`config.mk`:
```
export PLATFORM = sky130hd
export DESIGN_NAME = adder_seq_ctrl_flat
export DESIGN_NICKNAME = d
export VERILOG_FILES = /design/src/rtl/adder_seq_ctrl_if.sv /design/src/rtl/adder_seq_ctrl.sv /design/src/flat_wrapper.sv
export SDC_FILE = /design/constraint.sdc
export NUM_CORES = 1
export LEC_CHECK = 0
export CORE_ASPECT_RATIO = 1.75
export CORE_UTILIZATION = 54
export DETAILED_ROUTE_END_ITERATION = 8
export GPL_TIMING_DRIVEN = 0
export PLACE_DENSITY = 0.89
export REMOVE_ABC_BUFFERS = 1
export SLEW_MARGIN = 20
export SYNTH_ARGS = -nofsm -noshare
export SYNTH_HDL_FRONTEND = slang
export SYNTH_SLANG_ARGS = --single-unit
export TNS_END_PERCENT = 100
```
`constraint.sdc`:
```
create_clock -name clk -period 5.4 [get_ports clk]
set_input_delay 0.81 -clock clk [delete_from_list [all_inputs] [get_ports clk]]
set_output_delay 0.81 -clock clk [all_outputs]
set_load 0.02 [all_outputs]
```
`src/rtl/adder_seq_ctrl_if.sv`:
```
// adder_seq_ctrl_if: operand/result handshake bundle for the sliced sequential adder
interface adder_seq_ctrl_if #(parameter int DATA_W = 16);
  logic              start_valid;
  logic              start_ready;
  logic [DATA_W-1:0] din_one;
  logic [DATA_W-1:0] din_two;
  logic              cin;
  logic              res_valid;
  logic              res_ready;
  logic [DATA_W-1:0] sum;
  logic              cout;
  logic              busy;
  modport master (
    output start_valid, din_one, din_two, cin, res_ready,
    input  start_ready, res_valid, sum, cout, busy
  );
  modport slave (
    input  start_valid, din_one, din_two, cin, res_ready,
    output start_ready, res_valid, sum, cout, busy
  );
endinterface

```
`src/rtl/adder_seq_ctrl.sv`:
```
// adder_seq_ctrl: DATA_W-bit add computed one 4-bit slice per clock through a single adder_4bit
module adder_4bit (
  input  logic [3:0] a,
  input  logic [3:0] b,
  input  logic       ci,
  output logic [3:0] s,
  output logic       co
);
  assign {co, s} = {1'b0, a} + {1'b0, b} + {4'b0, ci};
endmodule

module adder_seq_ctrl #(parameter int DATA_W = 16) (
  input logic clk,
  input logic rst_n,
  adder_seq_ctrl_if.slave bus
);
  localparam int NSLICE = DATA_W / 4;
  localparam int IW = $clog2(NSLICE);
  typedef enum logic [1:0] {IDLE, CALC, DONE} state_t;
  state_t state, state_nx;
  logic [IW-1:0] idx;
  logic [DATA_W-1:0] op_one, op_two, sum_r;
  logic carry, cout_r, last, co;
  logic [3:0] s;
  assign last = idx == IW'(NSLICE - 1);
  adder_4bit u_add (
    .a (op_one[{idx, 2'b00} +: 4]),
    .b (op_two[{idx, 2'b00} +: 4]),
    .ci(carry),
    .s (s),
    .co(co)
  );
  always_ff @(posedge clk or negedge rst_n)
    if (!rst_n) state <= IDLE;
    else state <= state_nx;
  always_comb begin
    state_nx = IDLE;
    state_nx = state == IDLE ? (bus.start_valid ? CALC : IDLE) :
               state == CALC ? (last ? DONE : CALC) :
               state == DONE ? (bus.res_ready ? IDLE : DONE) : IDLE;
  end
  always_ff @(posedge clk or negedge rst_n)
    if (!rst_n) begin
      idx    <= '0;
      op_one <= '0;
      op_two <= '0;
      carry  <= 1'b0;
      sum_r  <= '0;
      cout_r <= 1'b0;
    end else if (state == IDLE && bus.start_valid) begin
      op_one <= bus.din_one;
      op_two <= bus.din_two;
      carry  <= bus.cin;
      sum_r  <= '0;
      idx    <= '0;
    end else if (state == CALC) begin
      sum_r[{idx, 2'b00} +: 4] <= s;
      carry <= co;
      idx   <= last ? '0 : idx + 1'b1;
      if (last) cout_r <= co;
    end
  // ready is masked by rst_n so nothing is offered while reset is held
  assign bus.start_ready = state == IDLE && rst_n;
  assign bus.res_valid   = state == DONE;
  assign bus.busy        = state != IDLE;
  assign bus.sum         = sum_r;
  assign bus.cout        = cout_r;
endmodule

```
`src/flat_wrapper.sv`:
```
// flat-port wrapper written by rule: the top's interface ports become plain ports
module adder_seq_ctrl_flat 
#(parameter int DATA_W = 16)
  (clk, rst_n, bus_start_valid, bus_din_one, bus_din_two, bus_cin, bus_res_ready, bus_start_ready, bus_res_valid, bus_sum, bus_cout, bus_busy);
  adder_seq_ctrl_if #(.DATA_W(DATA_W)) bus_i ();
  input logic clk;
  input logic rst_n;
  input wire logic [$bits(bus_i.start_valid)-1:0] bus_start_valid;
  input wire logic [$bits(bus_i.din_one)-1:0] bus_din_one;
  input wire logic [$bits(bus_i.din_two)-1:0] bus_din_two;
  input wire logic [$bits(bus_i.cin)-1:0] bus_cin;
  input wire logic [$bits(bus_i.res_ready)-1:0] bus_res_ready;
  output wire logic [$bits(bus_i.start_ready)-1:0] bus_start_ready;
  output wire logic [$bits(bus_i.res_valid)-1:0] bus_res_valid;
  output wire logic [$bits(bus_i.sum)-1:0] bus_sum;
  output wire logic [$bits(bus_i.cout)-1:0] bus_cout;
  output wire logic [$bits(bus_i.busy)-1:0] bus_busy;
  assign bus_i.start_valid = bus_start_valid;
  assign bus_i.din_one = bus_din_one;
  assign bus_i.din_two = bus_din_two;
  assign bus_i.cin = bus_cin;
  assign bus_i.res_ready = bus_res_ready;
  assign bus_start_ready = bus_i.start_ready;
  assign bus_res_valid = bus_i.res_valid;
  assign bus_sum = bus_i.sum;
  assign bus_cout = bus_i.cout;
  assign bus_busy = bus_i.busy;
  adder_seq_ctrl #(.DATA_W(DATA_W)) u_core (.clk(clk), .rst_n(rst_n), .bus(bus_i));
endmodule
```
==> results of run 1 <==
==> synthesized netlist by cell type (2+ instances only) <==
cell      count  area, µm²
o21ai_0       9      45.04
nor2b_1       3      18.77
and2_1        3      18.77
dfrtp_1      54       1351
fa_1          2      40.04
a21o_1        5      37.54
buf_6         4      45.04
a22o_1        8      70.07
nand2b_1      3      18.77
ha_1          7      87.58
nand3_1       2      10.01
buf_2         4      20.02
nand2_1      18      67.56
mux2_2       33      371.6
mux4_2        8      180.2
nor2_1        2      7.510
inv_1         8      30.03
nand2b_4      2      27.53
a21oi_1       2      10.01
==> state kept, by name, indices dropped and copies added, names as in the netlist <==
register,flops
u_core.bus.sum,16
u_core.op_one,16
u_core.op_two,16
u_core.idx,2
u_core.state,2
u_core.bus.cout,1
u_core.carry,1
==> critical path: cells and delay by family <==
kind | cells | cell delay [ns]
simple gates | 1 | 0.22
buf+inv | 2 | 1.11
==> report_power, final <==
group	total (mW)	switching, mW	internal [mW]
registers	0.732	0.149	0.583
clock network	0.223	0.131	0.0917
logic	1.08	0.531	0.550
total	2.03	0.810	1.22
==> cell type report <==
cell class              count  area [µm²]
well taps                  51       63.81
clock buffers               6       72.57
multi-input cells         120        1121
repair buffers             57       578.1
flip-flops and latches     54        1351
inverters                   8       30.03
fillers                   316        1254
clock inverters             2       13.76
==> per-stage QoR <==
step           total power [mW]  instances  hold slack [ns]
6_report                  2.035        298           0.4851
3_3_place_gp              1.776        289           0.4606
3_5_place_dp              1.819        290           0.4700
4_1_cts                   2.043        298           0.4920
5_1_grt                   2.162        298           0.5241
2_1_floorplan             1.450        182           0.4753
==> final timing paths <==
| check | from | to | slack, ns | cells past startpoint |
|---|---|---|---|---|
| worst max-delay path | rst_n | bus_start_ready | 2.43 | 3 |
| worst min-delay path | u_core.bus.sum[5]$_DFFE_PN0P_ | u_core.bus.sum[5]$_DFFE_PN0P_ | 0.49 | 2 |
| worst max register to register | u_core.idx[0]$_DFFE_PN0P_ | u_core.carry$_DFFE_PN0P_ | 2.49 | 8 |
| worst min register to register | u_core.bus.sum[5]$_DFFE_PN0P_ | u_core.bus.sum[5]$_DFFE_PN0P_ | 0.49 | 2 |
| max in group asynchronous | rst_n | u_core.op_two[7]$_DFFE_PN0P_ | 4.44 | 1 |
| min in group asynchronous | rst_n | u_core.op_one[4]$_DFFE_PN0P_ | 0.51 | 1 |
==> layer usage <==
layer  track usage  wire (µm)  vias up
met1        0.2489       1804      864
met5             0          0        -
met2        0.3831       2722       56
met3       0.04390        151       13
li1              -          -      789
met4        0.1197        169        0
==> kinds of logic (layout without fill, tap and decap cells) <==
group,after synthesis,in the layout
compound gates,28,28
xor+xnor,2,2
fa+ha+maj,9,9
buf+inv,17,73
flops,54,54
mux,41,41
simple gates,40,40
==> results.toml, run 1 <==
[floorplanning]
dieWidth_um = 54.15
coreArea_um2 = 4484
die_h_um = 93.26
initial_core_util = 0.5731
rows = 32
die_area_um2 = 5050
io_pins = 57

[synth]
syn_inst = 191
synth_xor_area_frac = 0.006816
synth_mux_area_frac = 0.2147
yosysSeqAreaShare = 0.5258
ys_types = 33
ys.flop_type = "dfrtp_1"
synth_top_family_by_area = "multiplexers"
avgSynthCellArea_um2 = 13.46
synth_compound_area_frac = 0.07936
synth-adder-area-share = 0.04966
yosys_register_bits = 54
synth_edf_count = 0
synthSimpleGateAreaFrac = 0.08520
synth.cell_area_um2 = 2570
synthArstFlopShare = 1.000
ys_warn_count = 0

[place]
dp_slack_ns = 2.384
gp_congestion = 0.8728
numPortBuffers = 56
dp_hpwl_um = 3627
postPlaceCellArea_um2 = 3144

[timing]
tns_ns = 0
period_share = 0.5493
fin_worst_skew_ns = 0.01028
worst_pin_slew_ns = 0.8057
report.final.hold_viol_count = 0
slew_headroom = 0.4629
drv_slew = 0
fin_ws_ns = 2.434
rsz0062_at_grt = "false"
period_needed_ns = 2.966
fmax_mhz = 337.1
setup_viol = 0

[cts]
htree_levels = 2
cts_tree = "built"
postCtsSetupBuffers = 0
cts_root_buffer = "clkbuf_8"
cts_hold_buf = 0
cts_resized = 0
clk_pin_slew_ns = 0.10
cts.sinks = 54
cts_max_path_buffers = 2
insertion_delay_ns = 0.32
numCtsBuffers = 5

[routing]
drt-total-wl_um = 4847
viasPerCell = 5.779
ant_nets = 0
drcViolationCount = 0
drt_pre_antenna_iters = 4
drt-initial-drc-count = 38
wl_per_cell_um = 16.27
vias = 1722

[grt]
first_global_vias = 1796
grt_usage = 0.2246
grt_pass1_wl_um = 7976
antenna_found_initial = 0
grt_max_degree = 56
grt-ovfl-total = 0

[critical_path]
critPathCaptureType = "output port"
worstPathMaxFanout = 55
crit_type = "in -> out"
crit_slowest_cell = "clkdlybuf4s50_1"
cp-start-kind = "input port"
cp_cell_sequence = "buf_4, and2_1, clkdlybuf4s50_1"
cp.arrival_ns = 2.16
max_stage_delay_ns = 0.60
required_ns = 4.59

[power]
total_leakage_power_nw = 1.399
powerDensity_nw_per_um2 = 629.9
ir_drop_uv = 427.2

[status]
status = "complete, no violations"

[run]
cap_violations = 0

[layout]
area_growth_pct = 25.71
final_util = 0.7204
final_net_count = 292
mostFrequentLayoutCells = "clkdlybuf4s50_1, dfrtp_1, mux2_2"
drive_above_1_share = 0.2186
num_antenna_cells = 0
stdcell_area_um2 = 3231
final_common_cell = "clkdlybuf4s50_1"

[worst_hold_path]
hold_class = "reg -> reg"
Note: power is estimated with default switching activity, not from simulation.
==> run 2, diff against run 1 <==
--- a/config.mk
+++ b/config.mk
@@ -6,10 +6,10 @@
 export NUM_CORES = 1
 export LEC_CHECK = 0
 export CORE_ASPECT_RATIO = 1.75
-export CORE_UTILIZATION = 54
+export CORE_UTILIZATION = 50
 export DETAILED_ROUTE_END_ITERATION = 8
 export GPL_TIMING_DRIVEN = 0
-export PLACE_DENSITY = 0.89
+export PLACE_DENSITY = 0.83
 export REMOVE_ABC_BUFFERS = 1
 export SLEW_MARGIN = 20
 export SYNTH_ARGS = -nofsm -noshare
==> constraint.sdc (replaced) <==
create_clock -name clk -period 2.8 [get_ports clk]
set_input_delay 0.42 -clock clk [delete_from_list [all_inputs] [get_ports clk]]
set_output_delay 0.42 -clock clk [all_outputs]
set_load 0.02 [all_outputs]
==> results.toml, run 2 (same netlist as run 1, synthesis figures left out) <==
[timing]
fin_worst_skew_ns = 0.009681
setup_viol = 0
drv_slew = 0
slew_headroom = 0.5562
report.final.hold_viol_count = 0
rsz0062_at_grt = "false"
period_needed_ns = 2.662
fin_ws_ns = 0.1377
period_share = 0.9508
worst_pin_slew_ns = 0.6657
fmax_mhz = 375.6

[place]
postPlaceCellArea_um2 = 3148
dp_hpwl_um = 3514
gp_congestion = 0.8792
numPortBuffers = 56
dp_slack_ns = -0.1684
dp_cells = 293

[layout]
num_antenna_cells = 0
final_net_count = 292
final_common_cell = "clkdlybuf4s50_1"
stdcell_area_um2 = 3228
area_growth_pct = 25.61
mostFrequentLayoutCells = "clkdlybuf4s50_1, dfrtp_1, mux2_2"
n_fill_cell = 371
final_cells = 300
seq_area_um2 = 1355
multiInputGateArea_um2 = 1121
drive_above_1_share = 0.2154

[routing]
wl_per_cell_um = 15.55
viasPerCell = 5.700
ant_nets = 0
vias = 1710
drt-initial-drc-count = 26
drt_pre_antenna_iters = 4
drt-total-wl_um = 4666
drcViolationCount = 0

[power]
powerDensity_nw_per_um2 = 1208
p_clk_frac = 0.104
switching_power_mw = 1.536
power_mw = 3.899
swShare = 0.3939
combPwrFrac = 0.537
ir_drop_uv = 745.3
internal_power_mw = 2.363
seqPwrFrac = 0.359
total_leakage_power_nw = 1.391

[floorplanning]
rows = 34
io_pins = 57
initial_core_util = 0.5208
die_area_um2 = 5442
dieWidth_um = 56.20
die_h_um = 96.84
coreArea_um2 = 4935

[cts]
cts_max_path_buffers = 2
numCtsBuffers = 5
cts_tree = "built"
clk_pin_slew_ns = 0.09
cts.sinks = 54
cts_hold_buf = 0
insertion_delay_ns = 0.30
cts_root_buffer = "clkbuf_8"
htree_levels = 2

[critical_path]
critPathCaptureType = "flip-flop"
cp-start-kind = "flip-flop"
required_ns = 2.99
worstPathMaxFanout = 17
cp.arrival_ns = 2.85
crit_type = "reg -> reg"

[worst_hold_path]
hold_class = "in -> async"

[grt]
grt_usage = 0.1937
grt-ovfl-total = 0
grt_pass1_wl_um = 8197
first_global_vias = 1775
antenna_found_initial = 0
grt_max_degree = 56

[run]
cap_violations = 0

[status]
status = "complete, no violations"
run 2: stage by stage:
stage | util | TNS, ns | hold slack, ns
final | 0.6542 | 0 | 0.1328
after global routing | 0.6542 | 0 | 0.1891
after CTS | 0.6537 | 0 | 0.1740
after detailed placement | 0.6379 | -0.5014 | 0.4694
after global placement | 0.6341 | -16.77 | 0.4615
after floorplan | - | 0 | 0.1244
run 2: worst paths after layout:
kind | from | endpoint | slack, ns | depth (start not counted)
hold reg to reg | u_core.bus.sum[5]$_DFFE_PN0P_ | u_core.bus.sum[5]$_DFFE_PN0P_ | 0.48 | 2
setup reg to reg | u_core.idx[0]$_DFFE_PN0P_ | u_core.carry$_DFFE_PN0P_ | 0.14 | 8
setup / recovery | u_core.idx[0]$_DFFE_PN0P_ | u_core.carry$_DFFE_PN0P_ | 0.14 | 8
min in group clk | u_core.bus.sum[5]$_DFFE_PN0P_ | u_core.bus.sum[5]$_DFFE_PN0P_ | 0.48 | 2
max in group asynchronous | rst_n | u_core.idx[0]$_DFFE_PN0P_ | 2.15 | 1
hold / removal | rst_n | u_core.op_one[3]$_DFFE_PN0P_ | 0.13 | 1
run 2: final cells by class:
| cell class | instances | area share |
|---|---|---|
| timing repair buffer | 57 | 0.1791 |
| tap | 54 | 0.02093 |
| clock buffer | 7 | 0.02364 |
| inverter | 8 | 0.009302 |
| sequential | 54 | 0.4198 |
| multi-input combinational | 120 | 0.3473 |
run 2: power groups by stage:
stage | sequential (mW) | combinational (mW) | clock (mW)
2_1_floorplan | 1.42 | 1.37 | 0
3_3_place_gp | 1.40 | 2.03 | 0
3_5_place_dp | 1.42 | 2.09 | 0
4_1_cts | 1.40 | 2.11 | 0.418
5_1_grt | 1.47 | 2.27 | 0.447
6_report | 1.40 | 2.09 | 0.405
run 2: routing by layer:
metal | GRT usage | vias to the layer above | wire (µm)
met5 | 0 | - | 0
met4 | 0.1088 | 0 | 174
met3 | 0.03075 | 15 | 140
met2 | 0.3407 | 50 | 2585
met1 | 0.2172 | 847 | 1765
li1 | - | 798 | -
run 2: critical path, stage by stage (launching register included):
cell and delay [ns]:
dfrtp_4 0.59, mux4_2 0.57, fa_1 0.44, inv_1 0.09
fa_1 0.20, nor2b_1 0.05, o21ai_0 0.16, nand2b_1 0.13
a221o_1 0.32
run 2: what timing repair did:
| item | in CTS | in global routing |
|---|---|---|
| setup buffers | 0 | 0 |
| gates resized for setup | 1 | 1 |
| endpoints found under the setup margin | 10 | 2 |
| pin swaps | 0 | 0 |
==> run 3, diff against run 2 <==
--- a/config.mk
+++ b/config.mk
@@ -8,7 +8,6 @@
 export CORE_ASPECT_RATIO = 1.75
 export CORE_UTILIZATION = 50
 export DETAILED_ROUTE_END_ITERATION = 8
-export GPL_TIMING_DRIVEN = 0
 export PLACE_DENSITY = 0.83
 export REMOVE_ABC_BUFFERS = 1
 export SLEW_MARGIN = 20
==> results.toml, run 3 (same netlist as run 1, synthesis figures left out) <==
[critical_path]
setup.worst_path.start = "u_core.idx[0]$_DFFE_PN0P_"
cp-start-kind = "flip-flop"
cp.arrival_ns = 2.60
r2r_start = "u_core.idx[0]$_DFFE_PN0P_"
crit_type = "reg -> reg"
worstPathMaxFanout = 3
r2r-end = "u_core.carry$_DFFE_PN0P_"
worstRegToRegCells = 8
critPathCaptureType = "flip-flop"
crit_path_end = "u_core.carry$_DFFE_PN0P_"
required_ns = 2.99
r2r_slack_ns = 0.39

[layout]
drive_above_1_share = 0.2240
mostFrequentLayoutCells = "clkdlybuf4s50_1, dfrtp_1, mux2_2"
area_growth_pct = 26.29
num_antenna_cells = 0
final_common_cell = "clkdlybuf4s50_1"
n_fill_cell = 396
final_net_count = 295

[grt]
first_global_vias = 1699
grt_usage = 0.1909
grt_max_degree = 55
grt-ovfl-total = 0
antenna_found_initial = 0
grt_pass1_wl_um = 7955

[power]
p_clk_frac = 0.112
seqPwrFrac = 0.347
powerDensity_nw_per_um2 = 1204
internal_power_mw = 2.394
ir_drop_uv = 854.1
total_leakage_power_nw = 1.412
combPwrFrac = 0.541
power_mw = 3.908
switching_power_mw = 1.515
swShare = 0.3876

[cts]
cts.sinks = 54
insertion_delay_ns = 0.30
cts_max_path_buffers = 2
cts_tree = "built"
postCtsSetupBuffers = 0
clk_pin_slew_ns = 0.09
cts_root_buffer = "clkbuf_8"
numCtsBuffers = 5
cts_hold_buf = 0
cts_resized = 0
htree_levels = 2

[timing]
setup_viol = 0
report.final.hold_viol_count = 0
tns_ns = 0
fin_worst_skew_ns = 0.007413
period_needed_ns = 2.408
rsz0062_at_grt = "false"
drv_slew = 0
slew_headroom = 0.5669
fmax_mhz = 415.3
worst_pin_slew_ns = 0.6497
period_share = 0.8600
fin_worst_hold_slack_ns = 0.3130

[run]
cap_violations = 0

[routing]
ant_nets = 0
viasPerCell = 5.520
drt-initial-drc-count = 40
wl_per_cell_um = 15.99
drt_pre_antenna_iters = 4
drcViolationCount = 0
drt-total-wl_um = 4861
vias = 1678

[floorplanning]
die_area_um2 = 5442
die_h_um = 96.84
dieWidth_um = 56.20
io_pins = 57
coreArea_um2 = 4935
rows = 34
initial_core_util = 0.5208

[place]
numPortBuffers = 56
dp_hpwl_um = 3736
gp_congestion = 0.8776

[worst_hold_path]
hold_class = "in -> async"

[status]
status = "complete, no violations"
==> run 3: cell count changes in the layout (fill, tap and decap cells not counted), sizes merged <==
| cell | before | now |
|---|---|---|
| clkinv | 0 | 1 |
| buf | 2 | 5 |
==> run 3: worst min path at each step <==
stage                     depth (start not counted)                      startpoint                             end
after floorplan                                   0                           rst_n     u_core.bus.cout$_DFFE_PN0P_
final                                             2                           rst_n    u_core.op_one[3]$_DFFE_PN0P_
after detailed placement                          2  u_core.bus.sum[13]$_DFFE_PN0P_  u_core.bus.sum[13]$_DFFE_PN0P_
after global placement                            2  u_core.bus.sum[13]$_DFFE_PN0P_  u_core.bus.sum[13]$_DFFE_PN0P_
after global routing                              2                           rst_n   u_core.op_one[11]$_DFFE_PN0P_
after CTS                                         2                           rst_n    u_core.op_two[7]$_DFFE_PN0P_
==> run 3: cell type report <==
cell class,count,area [µm²],area share
Tap cell,54,67.56,0.02082
Multi-Input combinational cell,120,1120,0.3450
Timing Repair Buffer,60,585.6,0.1804
Clock buffer,7,86.33,0.02660
Inverter,8,30.03,0.009252
Sequential cell,54,1351,0.4163
Clock inverter,1,5.005,0.001542
==> run 3: power groups by stage <==
stage / Clock, mW / Sequential (mW) / Combinational (mW)
6_report: 0.437 / 1.36 / 2.11
2_1_floorplan: 0 / 1.42 / 1.37
5_1_grt: 0.473 / 1.40 / 2.27
3_5_place_dp: 0 / 1.38 / 2.12
3_3_place_gp: 0 / 1.36 / 2.07
4_1_cts: 0.451 / 1.36 / 2.13
==> run 3: worst max-delay path, cell delays in order (launching register included) <==
cell	delay (ns)
dfrtp_1	0.42
mux4_2	0.53
fa_1	0.44
inv_1	0.09
fa_1	0.20
nor2b_1	0.05
o21ai_0	0.14
nand2b_1	0.10
a221o_1	0.30
==> run 3: stage by stage <==
stage                     instances  cell area, µm²  worst slack (ns)  utilization
final                           304            3246            0.3920       0.6577
after global routing            304            3246            0.2767       0.6577
after CTS                       304            3246            0.3746       0.6577
after detailed placement        296            3154            0.4027       0.6392
after global placement          296            3154            0.4522       0.6392
after floorplan                 182            2501            0.1936            -
==> run 3: routing by layer <==
| layer | track usage | up-vias | part of all wire | wire [µm] |
|---|---|---|---|---|
| li1 | - | 790 | - | - |
| met1 | 0.2172 | 825 | 0.36 | 1763 |
| met2 | 0.3397 | 52 | 0.57 | 2774 |
| met3 | 0.02807 | 11 | 0.025 | 123 |
| met4 | 0.09568 | 0 | 0.041 | 199 |
| met5 | 0 | - | 0 | 0 |
